$ cat src/rtl/ps2_ascii_fsm_pkg.sv
// Shared types and constants for the PS/2 keyboard front end.
// Holds the decoder state enum, the prefix byte values and the set-2 to ASCII letter map.
package ps2_pkg;

  typedef enum logic [2:0] {
    IDLE,
    MAKE,
    BREAK,
    EXT,
    EXT_BREAK
  } ps2_state_t;

  localparam logic [7:0] BREAK_CODE = 8'hF0;
  localparam logic [7:0] EXT_CODE   = 8'hE0;
  // Returned for unmapped codes; never a letter, so it doubles as "not a key".
  localparam logic [7:0] NO_ASCII   = 8'h00;

  function automatic logic [7:0] scan_to_ascii(input logic [7:0] code);
    logic [7:0] a;
    case (code)
      8'h1C:   a = 8'h41;
      8'h32:   a = 8'h42;
      8'h21:   a = 8'h43;
      8'h23:   a = 8'h44;
      8'h24:   a = 8'h45;
      8'h2B:   a = 8'h46;
      8'h34:   a = 8'h47;
      8'h33:   a = 8'h48;
      8'h43:   a = 8'h49;
      8'h3B:   a = 8'h4A;
      8'h42:   a = 8'h4B;
      8'h4B:   a = 8'h4C;
      8'h3A:   a = 8'h4D;
      8'h31:   a = 8'h4E;
      8'h44:   a = 8'h4F;
      8'h4D:   a = 8'h50;
      8'h15:   a = 8'h51;
      8'h2D:   a = 8'h52;
      8'h1B:   a = 8'h53;
      8'h2C:   a = 8'h54;
      8'h3C:   a = 8'h55;
      8'h2A:   a = 8'h56;
      8'h1D:   a = 8'h57;
      8'h22:   a = 8'h58;
      8'h35:   a = 8'h59;
      8'h1A:   a = 8'h5A;
      default: a = NO_ASCII;
    endcase
    return a;
  endfunction

endpackage

$ cat src/rtl/ps2_ascii_fsm_if.sv
// Keyboard-side bundle: raw PS/2 lines in, decoded held-key ASCII out.
// slave is the decoder; master is whatever drives the keyboard lines and consumes ascii.
interface ps2_ascii_if;
  logic       ps2_clk;
  logic       ps2_data;
  logic [7:0] ascii;
  logic       key_down;

  modport slave (
    input  ps2_clk,
    input  ps2_data,
    output ascii,
    output key_down
  );

  modport master (
    output ps2_clk,
    output ps2_data,
    input  ascii,
    input  key_down
  );
endinterface

$ cat src/rtl/ps2_ascii_fsm_rx.sv
// PS/2 frame receiver: synchronizes the keyboard lines, samples data on ps2_clk falling
// edges and emits one-cycle byte_valid strobes for frames with good start, parity and stop.
module ps2_rx #(
  parameter logic [15:0] TIMEOUT = 16'd50000
) (
  input  logic       clk,
  input  logic       clrn,
  input  logic       ps2_clk,
  input  logic       ps2_data,
  output logic [7:0] rx_byte,
  output logic       byte_valid
);

  logic [2:0]  clk_sync;
  logic [2:0]  data_sync;
  logic        clk_prev;
  logic        fall;
  logic [3:0]  bit_cnt;
  logic [9:0]  shreg;
  logic [15:0] to_cnt;
  logic [10:0] frame;

  assign fall  = clk_prev & ~clk_sync[2];
  // Completed frame as seen on the stop-bit edge: [0] start, [8:1] data, [9] parity, [10] stop.
  assign frame = {data_sync[2], shreg};

  always_ff @(posedge clk or negedge clrn) begin
    if (!clrn) begin
      // Idle-high reset values keep the first real edge after release from being missed or faked.
      clk_sync   <= 3'b111;
      data_sync  <= 3'b111;
      clk_prev   <= 1'b1;
      bit_cnt    <= 4'd0;
      shreg      <= 10'd0;
      to_cnt     <= TIMEOUT;
      rx_byte    <= 8'h00;
      byte_valid <= 1'b0;
    end else begin
      clk_sync   <= {clk_sync[1:0], ps2_clk};
      data_sync  <= {data_sync[1:0], ps2_data};
      clk_prev   <= clk_sync[2];
      byte_valid <= 1'b0;
      if (fall) begin
        to_cnt <= TIMEOUT;
        if (bit_cnt == 4'd10) begin
          bit_cnt <= 4'd0;
          if (!frame[0] && frame[10] && (^frame[9:1])) begin
            rx_byte    <= frame[8:1];
            byte_valid <= 1'b1;
          end
        end else begin
          shreg   <= {data_sync[2], shreg[9:1]};
          bit_cnt <= bit_cnt + 4'd1;
        end
      end else if (bit_cnt != 4'd0) begin
        if (to_cnt == 16'd0) begin
          bit_cnt <= 4'd0;
          to_cnt  <= TIMEOUT;
        end else begin
          to_cnt <= to_cnt - 16'd1;
        end
      end
    end
  end

endmodule

$ cat src/rtl/ps2_ascii_fsm.sv
// PS/2 keyboard front end: tracks make/break/extended sequences and presents the
// ASCII letter of the key currently held, resting at IDLE_ASCII when none is held.
module ps2_ascii_fsm
  import ps2_pkg::*;
#(
  parameter logic [7:0]  IDLE_ASCII = 8'h31,
  parameter logic [15:0] TIMEOUT    = 16'd50000
) (
  input logic      clk,
  input logic      clrn,
  ps2_ascii_if.slave kbd
);

  logic [7:0] rx_byte;
  logic       byte_valid;
  logic [7:0] code_ascii;

  ps2_state_t state;
  logic [7:0] held;
  logic [7:0] ascii_q;
  logic       key_down_q;

  ps2_rx #(
    .TIMEOUT (TIMEOUT)
  ) u_rx (
    .clk        (clk),
    .clrn       (clrn),
    .ps2_clk    (kbd.ps2_clk),
    .ps2_data   (kbd.ps2_data),
    .rx_byte    (rx_byte),
    .byte_valid (byte_valid)
  );

  assign code_ascii = scan_to_ascii(rx_byte);

  // key_down_q doubles as the "held code valid" flag that selects the return state.
  always_ff @(posedge clk or negedge clrn) begin
    if (!clrn) begin
      state      <= IDLE;
      held       <= 8'h00;
      ascii_q    <= IDLE_ASCII;
      key_down_q <= 1'b0;
    end else if (byte_valid) begin
      case (state)
        IDLE, MAKE: begin
          if (rx_byte == BREAK_CODE) begin
            state <= BREAK;
          end else if (rx_byte == EXT_CODE) begin
            state <= EXT;
          end else if (code_ascii != NO_ASCII) begin
            held       <= rx_byte;
            ascii_q    <= code_ascii;
            key_down_q <= 1'b1;
            state      <= MAKE;
          end
        end
        BREAK: begin
          if (rx_byte == held) begin
            state      <= IDLE;
            held       <= 8'h00;
            ascii_q    <= IDLE_ASCII;
            key_down_q <= 1'b0;
          end else begin
            state <= key_down_q ? MAKE : IDLE;
          end
        end
        EXT: begin
          if (rx_byte == BREAK_CODE) state <= EXT_BREAK;
          else                       state <= key_down_q ? MAKE : IDLE;
        end
        EXT_BREAK: state <= key_down_q ? MAKE : IDLE;
        default:   state <= IDLE;
      endcase
    end
  end

  assign kbd.ascii    = ascii_q;
  assign kbd.key_down = key_down_q;

endmodule

$ cat src/flat_wrapper.sv
// flat-port wrapper written by rule: the top's interface ports become plain ports
module ps2_ascii_fsm_flat import ps2_pkg::*;
#(
  parameter logic [7:0]  IDLE_ASCII = 8'h31,
  parameter logic [15:0] TIMEOUT    = 16'd50000
)
  (clk, clrn, kbd_ps2_clk, kbd_ps2_data, kbd_ascii, kbd_key_down);
  ps2_ascii_if kbd_i ();
  input logic clk;
  input logic clrn;
  input wire logic [$bits(kbd_i.ps2_clk)-1:0] kbd_ps2_clk;
  input wire logic [$bits(kbd_i.ps2_data)-1:0] kbd_ps2_data;
  output wire logic [$bits(kbd_i.ascii)-1:0] kbd_ascii;
  output wire logic [$bits(kbd_i.key_down)-1:0] kbd_key_down;
  assign kbd_i.ps2_clk = kbd_ps2_clk;
  assign kbd_i.ps2_data = kbd_ps2_data;
  assign kbd_ascii = kbd_i.ascii;
  assign kbd_key_down = kbd_i.key_down;
  ps2_ascii_fsm #(.IDLE_ASCII(IDLE_ASCII), .TIMEOUT(TIMEOUT)) u_core (.clk(clk), .clrn(clrn), .kbd(kbd_i));
endmodule
$ cat config.mk
export PLATFORM = sky130hd
export DESIGN_NAME = ps2_ascii_fsm_flat
export DESIGN_NICKNAME = d
export VERILOG_FILES = /design/src/rtl/ps2_ascii_fsm_pkg.sv /design/src/rtl/ps2_ascii_fsm_if.sv /design/src/rtl/ps2_ascii_fsm_rx.sv /design/src/rtl/ps2_ascii_fsm.sv /design/src/flat_wrapper.sv
export SDC_FILE = /design/constraint.sdc
export NUM_CORES = 1
export LEC_CHECK = 0
export ABC_AREA = 1
export ABC_CLOCK_PERIOD_IN_PS = 1850
export CAP_MARGIN = 40
export CORE_ASPECT_RATIO = 0.6
export CORE_UTILIZATION = 40
export DETAILED_ROUTE_END_ITERATION = 7
export PLACE_DENSITY_LB_ADDON = 0.15
export SLEW_MARGIN = 20
export SYNTH_ARGS = -nofsm -noshare
export SYNTH_HDL_FRONTEND = slang
export SYNTH_HIERARCHICAL = 1
export SYNTH_SLANG_ARGS = --single-unit
$ cat constraint.sdc
create_clock -name clk -period 1.85 [get_ports clk]
set_input_delay 0.555 -clock clk [delete_from_list [all_inputs] [get_ports clk]]
set_output_delay 0.555 -clock clk [all_outputs]
set_load 0.01 [all_outputs]
Yosys cells after proc, flatten, opt, wreduce, memory -nomap -nowiden
Memory sizes are Yosys's and may differ from the RTL's.
Cells that the tools add are included.
{"block": "op_classes", "addsub": 2, "eq_ne": 13, "n_mux": 33, "bitwise": 3, "n_reduce_logical": 17}
{"op": "$mux 8", "n": 9}
{"op": "$mux 16", "n": 3}
{"op": "$pmux 8 s2", "n": 2}
{"op": "$eq 8x8->1 const B", "n": 2}
{"op": "$logic_not 16->1", "n": 1}
{"op": "$mux 4", "n": 4}
{"op": "$sub 16x1->16 const B", "n": 1}
{"op": "$mux 3", "n": 5}
{"op": "$pmux 3 s4", "n": 1}
{"op": "$reduce_xor 9->1", "n": 1}
{"op": "$eq 8x8->1", "n": 1}
{"op": "$mux 1", "n": 8}
{"op": "$reduce_bool 8->1", "n": 1}
{"op": "$eq 3x2->1 const B", "n": 2}
{"op": "$reduce_and 2->1", "n": 3}
{"op": "$reduce_and 6->1", "n": 1}
{"op": "$reduce_bool 2->1", "n": 3}
{"op": "$add 4x1->4 const B", "n": 1}
{"op": "$eq 4x4->1 const B", "n": 1}
{"op": "$ne 2x1->1 const B", "n": 2}
{"op": "$ne 2x2->1 const B", "n": 2}
{"op": "$ne 4x1->1 const B", "n": 1}
{"op": "$reduce_bool 4->1", "n": 1}
{"op": "$eq 3x1->1 const B", "n": 1}
{"op": "other kinds (9)", "n": 11}
{"block": "word_totals", "regBits": 66, "rom_bits": 768, "inputBits": 4, "out_inout_bits": 9, "word_cells": 81, "memories": 1}
{"name": "(no name shown)", "depth": 128, "word_bits": 6, "rd": 1, "rd_clocked_by_memory_dff": 0, "write_ports": 0, "line": "ps2_ascii_fsm_pkg.sv:20", "source": "case (code)"}

Depth between registers and ports, before layout
An unclocked memory read counts as a cell.
{"block": "depth", "ltp_word": 7, "ltp_mapped": 17, "depth_no_buf": 16}

Modules after synthesis
The synthesis kept the hierarchy.
{"module": "ps2_rx", "instances": 1, "cells_per_inst": 256, "area_each_um2": 2277.2, "seq_area_each_um2": 1167.4}
{"module": "ps2_ascii_fsm", "instances": 1, "cells_per_inst": 249, "area_each_um2": 1611.5, "seq_area_each_um2": 479.2}

Least setup slack after synthesis
OpenSTA, ideal clock, no wires.
{"block": "synth_timing", "path_kind": "reg2reg", "from": "reg u_core.u_rx.rx_byte[1]", "to": "reg u_core.key_down_q, in the netlist u_core/kbd.key_down", "setup_ns": 0.132, "t_arrival_ns": 1.820, "t_required_ns": 1.718, "setup_slack_ns": -0.102, "stages_incl_launch_ff": 15, "path_buffers": 1, "period_less_slack_ns": 1.952, "cell_sequence": "dfrtp_1 > inv_2 > ha_1 > nand2_2 > a21oi_1 > nand2_1 > nand2_1 > nand3_1 > a21oi_2 > nor2_2 > nand2_1 > nand2_2 > buf_6 > nand2_1 > o21ai_1"}
{"block": "synth_via", "elab_chain_len": 5, "word_cells_on_any_way": 11, "cone_classes": "eq/ne: 7; mux: 1; reduce/logical: 2; memory: 1"}
{"element": "start: declaration", "line": "ps2_ascii_fsm_rx.sv:10", "source": "output logic [7:0] rx_byte,"}
{"element": "start signal: assignment", "line": "ps2_ascii_fsm_rx.sv:48", "source": "rx_byte <= frame[8:1];"}
{"element": "$mem_v2 128x6"}
{"element": "$mux 8", "line": "ps2_ascii_fsm_pkg.sv:20"}
{"element": "$reduce_bool 8->1", "line": "ps2_ascii_fsm.sv:50", "source": "end else if (code_ascii != NO_ASCII) begin"}
{"element": "$ne 2x1->1 (no source line)"}
{"element": "$reduce_and 6->1 (no source line) *"}
{"element": "end signal: assignment", "line": "ps2_ascii_fsm.sv:42", "source": "key_down_q <= 1'b0;"}
{"element": "end signal: assignment", "line": "ps2_ascii_fsm.sv:53", "source": "key_down_q <= 1'b1;"}
{"element": "end signal: assignment", "line": "ps2_ascii_fsm.sv:62", "source": "key_down_q <= 1'b0;"}
{"element": "end: declaration", "line": "ps2_ascii_fsm.sv:21", "source": "logic key_down_q;"}
Mark *: on every way between the ends. The rest lies on a longest branch, timed or not.
A chain may end at the register's enable or synchronous reset.

Worst setup path after layout
Same ends and word-level chain as after synthesis.

==> summary.md <==
| Metric | Value |
|---|---|
| Outcome | `finished, violations left` |
| Failing checks | `negative setup slack` |
| Initial core utilization | `0.419` |
| #FFs+latches synth | `65` |
| WL met1 | `5.56 mm` |
| Crit path required time | `2.11 ns` |
| Post-DRT Antenna Nets | `0` |
| First-pass GRT wire length | `16.7 mm` |
| Nets | `595` |
| Area Growth Syn to Fin | `32.3%` |
| Startpoint types | `register` |
| CP max FO | `16` |
| Synth Cell Area | `3890 µm²` |
| Synth Area in Compound Gates | `0.0840` |
| Peak VDD IR | `0.546 mV` |
| CTS tree | `done` |
| Clk root buf | `clkbuf_16` |
| Worst-Skew Late Latency | `0.33 ns` |
| Rows | `27` |
| Fin worst setup slack | `-0.346 ns` |
| Most frequent cells in the layout | `nand2_1, buf_4, nand3_1, dfrtp_1, inv_1` |
| Synth Warn # | `6` |
| Reg clk slew, reported paths | `0.06 ns` |
| Post-synth EDFFs | `0` |
| Critical path class | `reg -> reg` |
| Sink Count | `65` |
| Util after Layout | `0.554` |
| Synth async-reset ratio | `1.00` |
| H-tree Lvls | `3` |
| Routed wl met3 | `493 µm` |
| Total GRT Usage | `0.217` |
| Worst Hold Class | `in -> async` |
| Max frequency | `455 MHz` |
| Min Tclk post-route | `2.20 ns` |
| Post-synthesis mux area share | `0.00290` |
| R2R depth | `16` |
| Layout cells sized above 1 | `0.313` |
| Cts bufs inserted | `9` |
| RSZ-0062 raised after global routing | `true` |
| First drt pass iteration count | `5` |
| Mean Syn Cell Area | `7.70 µm²` |
| Simple logic cell fraction of the synthesized area | `0.343` |
| Initial DRC Count | `241` |
| Layout Skew | `0.00604 ns` |
| Setup TNS | `-5.91 ns` |
| Port Buf Inserts | `11` |
| DR DRC count | `0` |
| GP Congestion | `0.890` |
| Routed vias | `3477` |
| Final Hold Viols | `0` |
| Filler cell count in the final layout | `878` |
| Seq/Total Area, Yosys | `0.423` |
| Main area contributors after synthesis | `dfrtp_1, nand2_1, dfstp_2, nand3_1, inv_1` |
| Final Max Slew Viols | `0` |
| IO Pins | `13` |
| Nature of the critical path endpoint | `register` |
| Die ar. | `10100 µm²` |
| Top-area cell type share of the netlist area | `0.315` |
| Crit path DAT | `2.46 ns` |
| Top routing layer in use | `met4` |
| Syn Nets | `521` |
| Commonest non-fill, non-tap cell in the layout | `nand2_1` |
| DIE WIDTH | `129 µm` |
| Routed len/inst | `13.7 µm` |
| Gr ovfl total | `0` |
| Detail Placement HPWL | `7.00 mm` |
| Clk buf depth | `2` |
| Vias per inst | `4.87` |
| Hold buffers post-CTS | `0` |
| Synth Flop Type | `dfrtp_1` |
| Cell taking the most area after synthesis | `dfrtp_1` |
| Pre-CTS setup slack | `-0.340 ns` |
| Wire length on met2 | `3.65 mm` |
| XOR/XNOR Fraction of Synth Area | `0.0315` |
| Largest net degree at the start of global routing | `66` |
| Max Cap Violations | `0` |
| Cells after Synth | `505` |
| Total routed wirelength | `9.77 mm` |
| Netlist cell types | `44` |
| Share of synthesized cell area in full adder, half adder and majority cells | `0.0386` |
| Antenna cells | `0` |
| Period utilization | `1.19` |
| Largest family of logic cells by synthesized area | `simple AND/OR/NAND/NOR gates` |
| Initial antenna violation count | `0` |
| Core Footprint | `9290 µm²` |
| Setup violators final | `19` |
| Leakage | `2.54 nW` |
| Pwr Density | `1180 nW/µm²` |
| Number of global-route vias before repair | `3387` |
| Die height | `78.4 µm` |
-- worst max-delay path, stage by stage, from the launching register on --
cell and delay, ns:
dfrtp_2 0.42, clkinv_4 0.11, ha_4 0.19, nand2_4 0.09, nand2_4 0.07, nor2_4 0.09
nor2_2 0.04, o21bai_1 0.17, nand2_1 0.15, nand2_1 0.10, nand2_1 0.07, nor2_2 0.15
nand2_2 0.10, nand2_4 0.12, buf_12 0.15, nand2_1 0.05, o21ai_1 0.07
-- worst paths after layout --
| path | startpoint | to | slack [ns] |
|---|---|---|---|
| setup / recovery | u_core/u_rx/rx_byte[1]$_DFFE_PN0P_ | u_core/kbd.key_down$_DFFE_PN0P_ | -0.35 |
| hold / removal | clrn | u_core/u_rx/to_cnt[10]$_DFFE_PN0P_ | 0.21 |
| setup reg to reg | u_core/u_rx/rx_byte[1]$_DFFE_PN0P_ | u_core/kbd.key_down$_DFFE_PN0P_ | -0.35 |
| hold reg to reg | u_core/u_rx/clk_sync[0]$_DFF_PN1_ | u_core/u_rx/clk_sync[1]$_DFF_PN1_ | 0.35 |
| max in group asynchronous | clrn | u_core/u_rx/to_cnt[6]$_DFFE_PN1P_ | 1.31 |
| min in group clk | u_core/u_rx/clk_sync[0]$_DFF_PN1_ | u_core/u_rx/clk_sync[1]$_DFF_PN1_ | 0.35 |
-- state kept, by name, indices dropped and copies added, names as in the netlist --
| signal | flops |
|---|---|
| u_core/held | 8 |
| u_core/kbd.ascii | 7 |
| u_core/kbd.key_down | 1 |
| u_core/state | 3 |
| u_core/u_rx/bit_cnt | 4 |
| u_core/u_rx/byte_valid | 1 |
| u_core/u_rx/clk_prev | 1 |
| u_core/u_rx/clk_sync | 3 |
| u_core/u_rx/data_sync | 3 |
| u_core/u_rx/rx_byte | 8 |
| u_core/u_rx/shreg | 10 |
| u_core/u_rx/to_cnt | 16 |
-- synthesized netlist by cell type, types with 2 or more instances --
cell      number
nor3_1         5
nor2_1        32
nand2_2        9
dfstp_2       16
nand2_1      150
nand4_1       12
nand3_1       58
dfrtp_1       49
buf_6          4
nand2_4        3
xnor2_1        6
inv_1         42
xor2_1         8
inv_2          7
o211ai_1       2
ha_1          12
a21oi_1       14
o21ai_0       22
buf_4          3
nor2_2         3
buf_2          4
o21ai_1       17
nor3_2         2
nand3_2        3
clkbuf_1       3
-- through the flow --
step / power [mW] / std cells / instance area [µm²] / hold WS, ns
finish: 6.09 / 714 / 5140 / 0.214
global route: 6.56 / 714 / 5140 / 0.243
CTS: 6.02 / 707 / 4970 / 0.235
detailed placement: 4.10 / 683 / 4540 / 0.347
global placement: 4.06 / 683 / 4540 / 0.345
floorplan: 3.42 / 505 / 3950 / 0.259
-- cells by family after synthesis --
family / after synthesis
XOR/XNOR: 14
buffers and inverters: 65
AND/OR/NAND/NOR: 287
AO/OA/AOI/OAI: 60
flip-flops: 65
adder cells (fa/ha/maj): 12
multiplexers: 1
other: 1
-- cell type report --
cell class	instances	area, µm²	area share
tap	130	163	0.0316
sequential	65	1650	0.321
multi-input combinational	375	2170	0.423
clock inverter	5	63.8	0.0124
timing repair buffer	77	652	0.127
inverter	51	199	0.0387
clock buffer	11	243	0.0472
-- routing by layer --
metal,vias to the layer above,global-route usage
li1,1791,-
met1,1612,0.337
met2,66,0.282
met3,8,0.0620
met4,0,0.0624
met5,-,0
-- what timing repair did --
| action | 4_1_cts | 5_1_grt |
|---|---|---|
| buffers inserted | 8 | 6 |
| setup endpoints to repair | 23 | 19 |
| cloned | 0 | 1 |
| pin swaps | 8 | 10 |
| resized for setup | 19 | 30 |
-- power by group --
| part | total, mW | switching [mW] | internal [mW] |
|---|---|---|---|
| Clock | 1.73 | 0.639 | 1.09 |
| Sequential | 1.95 | 0.272 | 1.68 |
| Combinational | 2.42 | 1.41 | 1.00 |
(Power assumes the default switching activity.)
